--- src/rtl/clock_time_controller.sv ---
// Timekeeping plus button-driven hour/minute set sequencer for the digital clock.
// Time is kept in 24h form; fmt12 only tells the display which hours form to show.
//
// state   | meaning
// --------+-------------------------------------------
// RUN     | clock advances on tick, btn_inc ignored
// SET_HR  | clock frozen, btn_inc steps hours
// SET_MIN | clock frozen, btn_inc steps minutes
module clock_time_controller #(
  parameter int RESET_HOUR = 0,
  parameter int RESET_MIN  = 0
) (
  input  logic       clk,
  input  logic       reset,
  input  logic       tick,
  input  logic       btn_mode,
  input  logic       btn_inc,
  input  logic       btn_fmt,
  output logic [6:0] hours,
  output logic [6:0] minutes,
  output logic [6:0] seconds,
  output logic       fmt12,
  output logic [1:0] edit_sel,
  output logic       blink,
  output logic       day_roll
);

  typedef enum logic [1:0] {
    RUN     = 2'd0,
    SET_HR  = 2'd1,
    SET_MIN = 2'd2
  } state_t;

  state_t state;

  always_ff @(posedge clk) begin
    if (reset) begin
      state    <= RUN;
      hours    <= 7'(RESET_HOUR);
      minutes  <= 7'(RESET_MIN);
      seconds  <= 7'd0;
      fmt12    <= 1'b0;
      edit_sel <= 2'd0;
      blink    <= 1'b0;
      day_roll <= 1'b0;
    end else begin
      day_roll <= 1'b0;
      if (btn_fmt) fmt12 <= ~fmt12;

      case (state)
        RUN: begin
          blink <= 1'b0;
          // >= comparisons make any out-of-range value wrap to 0 on its next step
          if (tick) begin
            if (seconds >= 7'd59) begin
              seconds <= 7'd0;
              if (minutes >= 7'd59) begin
                minutes <= 7'd0;
                if (hours >= 7'd23) begin
                  hours    <= 7'd0;
                  day_roll <= 1'b1;
                end else begin
                  hours <= hours + 7'd1;
                end
              end else begin
                minutes <= minutes + 7'd1;
              end
            end else begin
              seconds <= seconds + 7'd1;
            end
          end
          if (btn_mode) begin
            state    <= SET_HR;
            edit_sel <= 2'd1;
            blink    <= 1'b1;
          end
        end

        SET_HR: begin
          if (btn_mode) begin
            state    <= SET_MIN;
            edit_sel <= 2'd2;
            blink    <= 1'b1;
          end else begin
            if (btn_inc) hours <= (hours >= 7'd23) ? 7'd0 : hours + 7'd1;
            if (tick) blink <= ~blink;
          end
        end

        SET_MIN: begin
          if (btn_mode) begin
            state    <= RUN;
            edit_sel <= 2'd0;
            blink    <= 1'b0;
            seconds  <= 7'd0;
          end else begin
            if (btn_inc) minutes <= (minutes >= 7'd59) ? 7'd0 : minutes + 7'd1;
            if (tick) blink <= ~blink;
          end
        end

        default: begin
          state    <= RUN;
          edit_sel <= 2'd0;
          blink    <= 1'b0;
        end
      endcase
    end
  end

endmodule

--- config.mk ---
export PLATFORM = sky130hd
export DESIGN_NAME = clock_time_controller
export DESIGN_NICKNAME = d
export VERILOG_FILES = /design/src/rtl/clock_time_controller.sv
export SDC_FILE = /design/constraint.sdc
export NUM_CORES = 1
export LEC_CHECK = 0
export ABC_CLOCK_PERIOD_IN_PS = 1650
export CAP_MARGIN = 15
export CORE_MARGIN = 5
export CORE_UTILIZATION = 42
export CTS_CLUSTER_DIAMETER = 120
export CTS_CLUSTER_SIZE = 10
export DETAILED_ROUTE_END_ITERATION = 10
export GPL_ROUTABILITY_DRIVEN = 0
export PLACE_DENSITY = 0.73
export SLEW_MARGIN = 20
export SYNTH_ARGS = -nofsm -noshare
export SYNTH_HDL_FRONTEND = slang
export SYNTH_SLANG_ARGS = --single-unit
export TNS_END_PERCENT = 100
--- constraint.sdc ---
create_clock -name clk -period 1.65 [get_ports clk]
set_input_delay 0.2475 -clock clk [delete_from_list [all_inputs] [get_ports clk]]
set_output_delay 0.2475 -clock clk [all_outputs]
set_load 0.05 [all_outputs]
# Word level (Yosys, flattened, before mapping)
# Cells that the tools add are included.
# word_totals
ff_bits	26
out_inout_bits	26
elab_cells	66
# classes
n_mux	27
n_bitwise	6
eq_ne	12
reduce_logical	8
order_cmp	3
addsub	3
# ops
operator	n
two-way mux 7 bit	14
one-hot mux 7 bit (2 select lines)	3
adder 7 x 1 -> 7 bit, second input constant	3
inequality test 2 bit, second input constant	10
greater-or-equal comparator 7 x 6 -> 1 bit, second input constant	2
greater-or-equal comparator 7 x 5 -> 1 bit, second input constant	1
two-way mux 2 bit	3
inverter 1 bit	6
one-hot mux 2 bit (3 select lines)	1
AND reduction 3 bit	2
AND reduction 6 bit	1
two-way mux 1 bit	5
AND reduction 5 bit	1
OR reduction 5 bit	1
nonzero test 2 bit	2
one-hot mux 1 bit (3 select lines)	1
equality test 2 x 1 -> 1 bit, second input constant	1
equality test 2 bit, second input constant	1
zero test 2 bit	1

# Longest topological paths before layout
# Gate-level depths: netlist of run 1.
# logic_depth
word_depth	6
depth_mapped	6

# Least setup slack after synthesis of run 1
# OpenSTA, ideal clock, no wires.
# synth_path
path_kind	reg-to-reg
from	reg minutes[1]
to	reg hours[3]
setup_ns	0.071
stages_incl_launch_ff	7
arrival_ns	2.153
required_ns	1.579
slack_ns	-0.574
cell_sequence	dfxtp_1 -> ha_1 -> a211o_1 -> a41o_1 -> a31oi_1 -> or4_1 -> a21oi_1
# synth_via
elab_chain_len	3
# synth_lines
element	line_no	source
from (decl)	20	output logic [6:0] minutes,
from (signal assigned)	40	minutes <= 7'(RESET_MIN);
from (signal assigned)	66	minutes <= minutes + 7'd1;
from (signal assigned)	97	if (btn_inc) minutes <= (minutes >= 7'd59) ? 7'd0 : minutes + 7'd1;
greater-or-equal comparator 7 x 6 -> 1 bit	57	if (minutes >= 7'd59) begin
inequality test 2 bit (no line)	n/a	
AND reduction 6 bit (no line)	n/a	
to (signal assigned)	39	hours <= 7'(RESET_HOUR);
to (signal assigned)	63	hours <= hours + 7'd1;
to (signal assigned)	85	if (btn_inc) hours <= (hours >= 7'd23) ? 7'd0 : hours + 7'd1;
to (decl)	19	output logic [6:0] hours,
# Every way passes these cells.
# A chain may end at the register's enable or synchronous reset.

# Worst setup path in the final report of run 1
# layout_path
from	reg minutes[1]
to	reg minutes[2]
# layout_via
elab_chain_len	5
# layout_lines
element	line_no	source
adder 7 x 1 -> 7 bit or greater-or-equal comparator 7 x 6 -> 1 bit (tied branches)	66, 97, 57	
two-way mux 7 bit *	57, 97	
two-way mux 7 bit, on equally long branches	97, 55	
two-way mux 7 bit, on equally long branches	91, 54	
one-hot mux 7 bit (2 select lines) *	50	case (state)
# Mark *: on every way between the ends. The rest lies on a longest branch, timed or not. The select of a mux whose other input is x is not followed.

==> results of run 1 <==
metrics by stage:
| stage | std cells | cell area [sq um] |
|---|---|---|
| after detailed placement | 223 | 1800 |
| after global placement | 223 | 1800 |
| after CTS | 230 | 1870 |
| after global routing | 232 | 1910 |
| after floorplan | 134 | 1310 |
| final | 232 | 1910 |
metal layers:
metal | vias up | part of all wire | wire (um) | track usage
met5 | - | 0 | 0 | 0
met4 | 0 | 0.0053 | 17 | 0.0390
met3 | 2 | 0.060 | 191 | 0.0420
met2 | 37 | 0.51 | 1620 | 0.279
met1 | 596 | 0.43 | 1370 | 0.193
li1 | 630 | - | - | -
placed cells by master, fill, tap and decap left out, drive strengths merged, types with 2 or more instances in the layout:
master         count
a21oi             13
dfxtp             26
nand2              6
a211oi             4
or3                2
nand3b             3
nand2b             3
a41oi              3
nand3              4
nor3b              5
xnor2              4
xor2               3
or3b               3
nor2              17
clkbuf             4
nor2b              2
o21ai              8
and4               2
buf               61
nand4              2
ha                 3
clkdlybuf4s50      5
nor3               2
worst max-delay path, cell delays in order (launching register included):
cell	delay (ns)
dfxtp_4	0.39
ha_4	0.15
a211o_1	0.26
a41oi_2	0.24
o21ai_2	0.11
or3b_1	0.38
a21oi_2	0.13
power breakdown:
group / switching (mW) / internal [mW] / total [mW] / leakage (nW)
logic: 0.144 / 0.117 / 0.260 / 0.567
registers: 0.0196 / 0.643 / 0.662 / 0.220
clock network: 0.188 / 0.135 / 0.323 / 0.0210
total: 0.351 / 0.895 / 1.25 / 0.807
what timing repair did:
action                                  in CTS  in global routing
resized for setup                            2                  6
hold endpoints to repair                     0                  0
buffers inserted                             3                  2
pin swaps                                    7                  7
endpoints found under the setup margin      13                 13
hold buffers                                 0                  0
registers in the layout (all words and copies together) (netlist names):
| signal | count |
|---|---|
| blink | 1 |
| state | 2 |
| minutes | 7 |
| hours | 7 |
| day_roll | 1 |
| fmt12 | 1 |
| seconds | 7 |
cell families after synthesis:
family / Yosys count
compound gates: 36
simple gates: 57
mux: 1
buf+inv: 4
flops: 26
fa+ha+maj: 3
xor+xnor: 7
worst max-delay path by stage:
stage / start / cells after the start / end
after detailed placement: tick / 6 / minutes[2]
after global routing: minutes[1] / 6 / minutes[2]
after floorplan: minutes[1] / 6 / hours[2]
after global placement: tick / 6 / minutes[2]
after CTS: minutes[1] / 6 / hours[2]
final: minutes[1] / 6 / minutes[2]
area by class of cell:
| cell class | count | area, sq um | share of cell area |
|---|---|---|---|
| clock buffers | 4 | 36.3 | 0.0190 |
| flip-flops and latches | 26 | 553 | 0.290 |
| inverters | 1 | 3.75 | 0.00197 |
| repair buffers | 66 | 508 | 0.266 |
| well taps | 31 | 38.8 | 0.0203 |
| multi-input cells | 104 | 768 | 0.403 |
Yosys cell counts (3+ instances only):
cell	instances	area share
a41oi_1	3	0.021
ha_1	3	0.031
o21ai_0	6	0.024
xor2_1	3	0.021
nor3b_1	5	0.031
nand2b_1	3	0.015
nand2_1	6	0.018
nand3_1	4	0.016
a211oi_1	3	0.018
xnor2_1	4	0.029
nor2_1	17	0.052
nand3b_1	3	0.018
dfxtp_1	26	0.42
a21oi_1	13	0.053
==> summary.md, run 1 <==
| Metric | Value |
|---|---|
| Critical path required time | `1.92 ns` |
| Hold Crit Start | `hours[6]` |
| Cell variety after synth | `43` |
| Crit Reg-Reg Startpoint | `minutes[1]` |
| Max-cap violations | `0` |
| Async S/R FF share, synth | `0` |
| Adder-cell share of the synthesized area | `0.0306` |
| R2r setup slk | `-0.07 ns` |
| Fin crit period | `approximately 1.7 ns` |
| Hold Path Class | `flip-flop to flip-flop` |
| Via Count | `roughly 1300` |
| Compound-Gate Fraction of Synth Area | `0.195` |
| Worst-Margin Slew | `about 0.32 ns` |
| Core area | `between 2000 and 3000 sq um` |
| PnR Total Power | `between 1 and 1.5 mW` |
| Multiplexer share of the synthesized area | `0.00917` |
| Synth Area in XOR/XNOR | `0.0499` |
| Setup TNS | `-0.354 ns` |
| Post-synth EDFFs | `0` |
| CTS Buffer Depth | `2` |
| Hold Path Depth | `1` |
| DR iter-0 viols | `between 60 and 70` |
| Fin util | `0.686` |
| Post-Syn Instances | `134` |
| Total GRT Usage | `0.159` |
| R2R cell count | `6` |
| YS warnings | `0` |
| Worst hold slack | `between 0.4 and 0.5 ns` |
| #FFs+latches synth | `26` |
| RSZ-0062 raised after global routing | `true` |
| Antenna diodes | `0` |
| Number of clock buffers inserted by TritonCTS | `3` |
| First-pass DRT Iterations | `4` |
| H-tree Lvls | `1` |
| Outcome | `finished, violations left` |
| Share of layout cells above drive strength 1 | `0.483` |
| Final ANT Viol Nets | `0` |
| Mapped cell area | `between 1000 and 1500 sq um` |
| Failing checks | `negative setup slack` |
| CP Capture Type | `flip-flop` |
| Synthesized net count | `~140` |
| Row cnt | `19` |
| Achievable frequency | `approximately 580 MHz` |
| Post-synthesis simple-gate area fraction | `0.273` |
| Worst VDD drop | `between 700 and 800 uV` |
| Main synth FF type | `dfxtp_1` |
| Total die area | `just over 4000 sq um` |
| IO Pins | `32` |
| Initial antenna violation count | `0` |
| Final hold viol count | `0` |
| Skew-Pair Late Insertion Delay | `between 0.3 and 0.4 ns` |
| Clock Pin Slew Worst Setup and Hold Paths | `approximately 0.14 ns` |
| FF-to-FF End | `minutes[2]` |
| Drt total wl | `3200 um` |
| First-pass GRT wire length | `5400 um` |
| Root Buffer | `clkbuf_4` |
| Die extent in y | `64.1 um` |
| Final setup margin | `-0.0682 ns` |
| DP HPWL | `approximately 2300 um` |
| Sequential share of the synthesized area | `0.424` |
| Hold Path End | `hours[6]` |
| Crit Path Category | `flip-flop to flip-flop` |
| Number of max-slew violations in the final report | `0` |
| Area grow syn2layout | `55.5%` |
| PwrDens | `around 650 nW/um^2` |
| Post-Route Skew | `around 0.0011 ns` |
| Largest family of logic cells by synthesized area | `simple AND/OR/NAND/NOR gates` |
| Endpoints failing setup | `10` |
| Place WS | `-0.358 ns` |
| CTS Sinks | `26` |
| Period utilization | `1.04` |
| Die X | `64.1 um` |
| Worst Path Max Fanout | `4` |
| Port Buffers | `31` |
| Via density | `approximately 5.5` |
| Data arrival time of the critical path | `around 2.0 ns` |
| Startpoint Class | `flip-flop` |
| Max-slew headroom | `0.788` |
| Final net count | `211` |
| CTS tree | `yes` |
| Routed length per instance | `roughly 14 um` |
| Vias in the first global route | `around 1200` |
| Leak | `just over 0.8 nW` |
| GR Overflow Total | `0` |
| Syn Area/Cell | `between 9 and 10 sq um` |
| Pin count of the biggest net entering global routing | `15` |
| Initial Util | `0.441` |
| # DRC | `0` |
| Filler cell count | `228` |
(Power assumes the default switching activity.)
==> run 2: changes to the inputs <==
--- a/config.mk
+++ b/config.mk
@@ -5,15 +5,14 @@
 export SDC_FILE = /design/constraint.sdc
 export NUM_CORES = 1
 export LEC_CHECK = 0
-export ABC_CLOCK_PERIOD_IN_PS = 1650
+export ABC_CLOCK_PERIOD_IN_PS = 2050
 export CAP_MARGIN = 15
-export CORE_MARGIN = 5
 export CORE_UTILIZATION = 42
 export CTS_CLUSTER_DIAMETER = 120
 export CTS_CLUSTER_SIZE = 10
 export DETAILED_ROUTE_END_ITERATION = 10
 export GPL_ROUTABILITY_DRIVEN = 0
-export PLACE_DENSITY = 0.73
+export PLACE_DENSITY = 0.7
 export SLEW_MARGIN = 20
 export SYNTH_ARGS = -nofsm -noshare
 export SYNTH_HDL_FRONTEND = slang
==> constraint.sdc (replaced) <==
create_clock -name clk -period 2.05 [get_ports clk]
set_input_delay 0.3075 -clock clk [delete_from_list [all_inputs] [get_ports clk]]
set_output_delay 0.3075 -clock clk [all_outputs]
set_load 0.05 [all_outputs]
==> summary.md, run 2 (synthesized netlist as in run 1, its figures left out) <==
| Metric | Value |
|---|---|
| Number of max-slew violations in the final report | `0` |
| Worst-Margin Slew | `approximately 0.52 ns` |
| Drt total wl | `roughly 2700 um` |
| First-pass GRT wire length | `about 4300 um` |
| Place WS | `-0.0526 ns` |
| Max-cap violations | `0` |
| Final hold viol count | `0` |
| Commonest non-fill, non-tap cells in the layout | `30 x clkdlybuf4s50_1, 21 x dfxtp_1, 17 x nor2_1` |
| Cell family with most CP delay | `buffers and inverters` |
| Antenna diodes | `0` |
| Slowest cell on the critical path | `clkdlybuf4s50_1` |
| Crit Path Category | `flip-flop to output pin` |
| Total GRT Usage | `0.171` |
| Post_cts resized | `0` |
| R2r setup slk | `around 0.09 ns` |
| Crit-path max cell delay | `0.86 ns` |
| Postcts setup bufs | `0` |
| Register Area | `527 sq um` |
| Vias in the first global route | `around 1000` |
| Hold Path Class | `flip-flop to flip-flop` |
| Routed length per instance | `~13 um` |
| Data arrival time of the critical path | `about 1.7 ns` |
| Core area | `roughly 2800 sq um` |
| DP HPWL | `~2000 um` |
| Worst VDD drop | `about 420 uV` |
| Row cnt | `19` |
| Hold_buf cts | `0` |
| Final ANT Viol Nets | `0` |
| Critical path required time | `1.74 ns` |
| Number of clock buffers inserted by TritonCTS | `3` |
| Worst Path Max Fanout | `10` |
| Achievable frequency | `~500 MHz` |
| Crit. path cell count | `1` |
| Outcome | `finished clean` |
| CTS Buffer Depth | `2` |
| Die extent in y | `between 50 and 60 um` |
| PnR Total Power | `around 960 uW` |
| Filler cell count | `about 250` |
| Initial Util | `0.445` |
| GR Overflow Total | `0` |
| Via density | `~5.6` |
| Critical path buffer and inverter count | `1` |
| # DRC | `0` |
| Fin util | `0.612` |
| Commonest non-fill, non-tap cell in the layout | `clkdlybuf4s50_1` |
| Period utilization | `0.971` |
| Max-slew headroom | `0.652` |
| Endpoints failing setup | `0` |
| H-tree Lvls | `1` |
| Share of layout cells above drive strength 1 | `0.164` |
| Critical path capture point | `edit_sel[1]` |
| DR iter-0 viols | `33` |
| IO Pins | `32` |
| Pin count of the biggest net entering global routing | `15` |
| First-pass DRT Iterations | `4` |
| Biggest regs | `hours (7), minutes (7), seconds (7)` |
| Crit-path cells | `clkdlybuf4s50_1` |
| PwrDens | `between 500 and 600 nW/um^2` |
| Final net count | `between 150 and 200` |
| Skew-Pair Late Insertion Delay | `a little over 0.3 ns` |
| FF-to-FF End | `hours[4]` |
| Worst setup startpoint | `state[1]` |
| Hold Crit Start | `minutes[1]` |
| Post-Route Skew | `0.00356 ns` |
| RSZ-0062 raised after global routing | `false` |
| Startpoint Class | `flip-flop` |
| Multi-input logic area | `687 sq um` |
| Die X | `56.1 um` |
| Via Count | `between 1000 and 1500` |
| Fin crit period | `between 1.5 and 2 ns` |
| Total die area | `3140 sq um` |
| Post-route cell area | `1690 sq um` |
| Root Buffer | `clkbuf_4` |
| Crit Reg-Reg Startpoint | `minutes[0]` |
| Initial antenna violation count | `0` |
| Port Buffers | `31` |
| R2R cell count | `7` |
| CTS Sinks | `26` |
| Area grow syn2layout | `37.5%` |
| Final setup margin | `between 0.06 and 0.07 ns` |
| CP Capture Type | `output pin` |
| Placed instance area | `1650 sq um` |
| CTS tree | `yes` |
| Leak | `~0.63 nW` |
| Clock Pin Slew Worst Setup and Hold Paths | `between 0.1 and 0.15 ns` |
## run 2: area by class of cell
class / count / share of cell area
clock buffer: 4 / 0.0215
multi-input combinational: 104 / 0.407
tap: 31 / 0.0230
sequential: 26 / 0.312
inverter: 1 / 0.00222
timing repair buffer: 42 / 0.234
## run 2: how the worst min path moves through the flow
| stage | endpoint | slack [ns] | depth (start not counted) |
|---|---|---|---|
| finish | minutes[1] | 0.50 | 2 |
| global route | minutes[1] | 0.51 | 2 |
| CTS | minutes[1] | 0.50 | 2 |
| detailed placement | minutes[1] | 0.47 | 2 |
| global placement | minutes[1] | 0.46 | 2 |
| floorplan | seconds[6] | 0.38 | 1 |
## run 2: report_power, final
group | internal, mW | switching (mW) | total [mW] | leakage [nW]
Clock | 0.108 | 0.142 | 0.250 | 0.0210
Combinational | 0.0695 | 0.0965 | 0.166 | 0.392
Sequential | 0.519 | 0.0201 | 0.539 | 0.213
## run 2: metal layers
metal | vias up | part of all wire | global-route usage
li1 | 583 | - | -
met1 | 550 | 0.51 | 0.238
met2 | 20 | 0.45 | 0.265
met3 | 4 | 0.026 | 0.0233
met4 | 0 | 0.0085 | 0.0732
met5 | - | 0 | 0
## run 2: stage by stage
| stage | hold WS, ns | setup TNS [ns] | std cells |
|---|---|---|---|
| after floorplan | 0.384 | 0 | 134 |
| after global placement | 0.464 | -0.0201 | 204 |
| after detailed placement | 0.475 | -0.123 | 204 |
| after CTS | 0.495 | 0 | 208 |
| after global routing | 0.508 | 0 | 208 |
| final | 0.496 | 0 | 208 |
## run 2: worst reg2reg max path: stages, from the launching register on
cell,delay (ns)
dfxtp_2,0.37
ha_2,0.21
a211o_1,0.26
a41o_1,0.28
buf_4,0.16
a31o_2,0.28
a41oi_1,0.21
a211oi_1,0.07
==> run 3: changes to the inputs <==
--- a/config.mk
+++ b/config.mk
@@ -8,12 +8,12 @@
 export ABC_CLOCK_PERIOD_IN_PS = 2050
 export CAP_MARGIN = 15
 export CORE_UTILIZATION = 42
-export CTS_CLUSTER_DIAMETER = 120
+export CTS_CLUSTER_DIAMETER = 80
 export CTS_CLUSTER_SIZE = 10
 export DETAILED_ROUTE_END_ITERATION = 10
 export GPL_ROUTABILITY_DRIVEN = 0
 export PLACE_DENSITY = 0.7
-export SLEW_MARGIN = 20
+export SLEW_MARGIN = 0
 export SYNTH_ARGS = -nofsm -noshare
 export SYNTH_HDL_FRONTEND = slang
 export SYNTH_SLANG_ARGS = --single-unit
==> results of run 3 <==
Same layout as run 2: the final DEF is identical, and so are final timing and power.
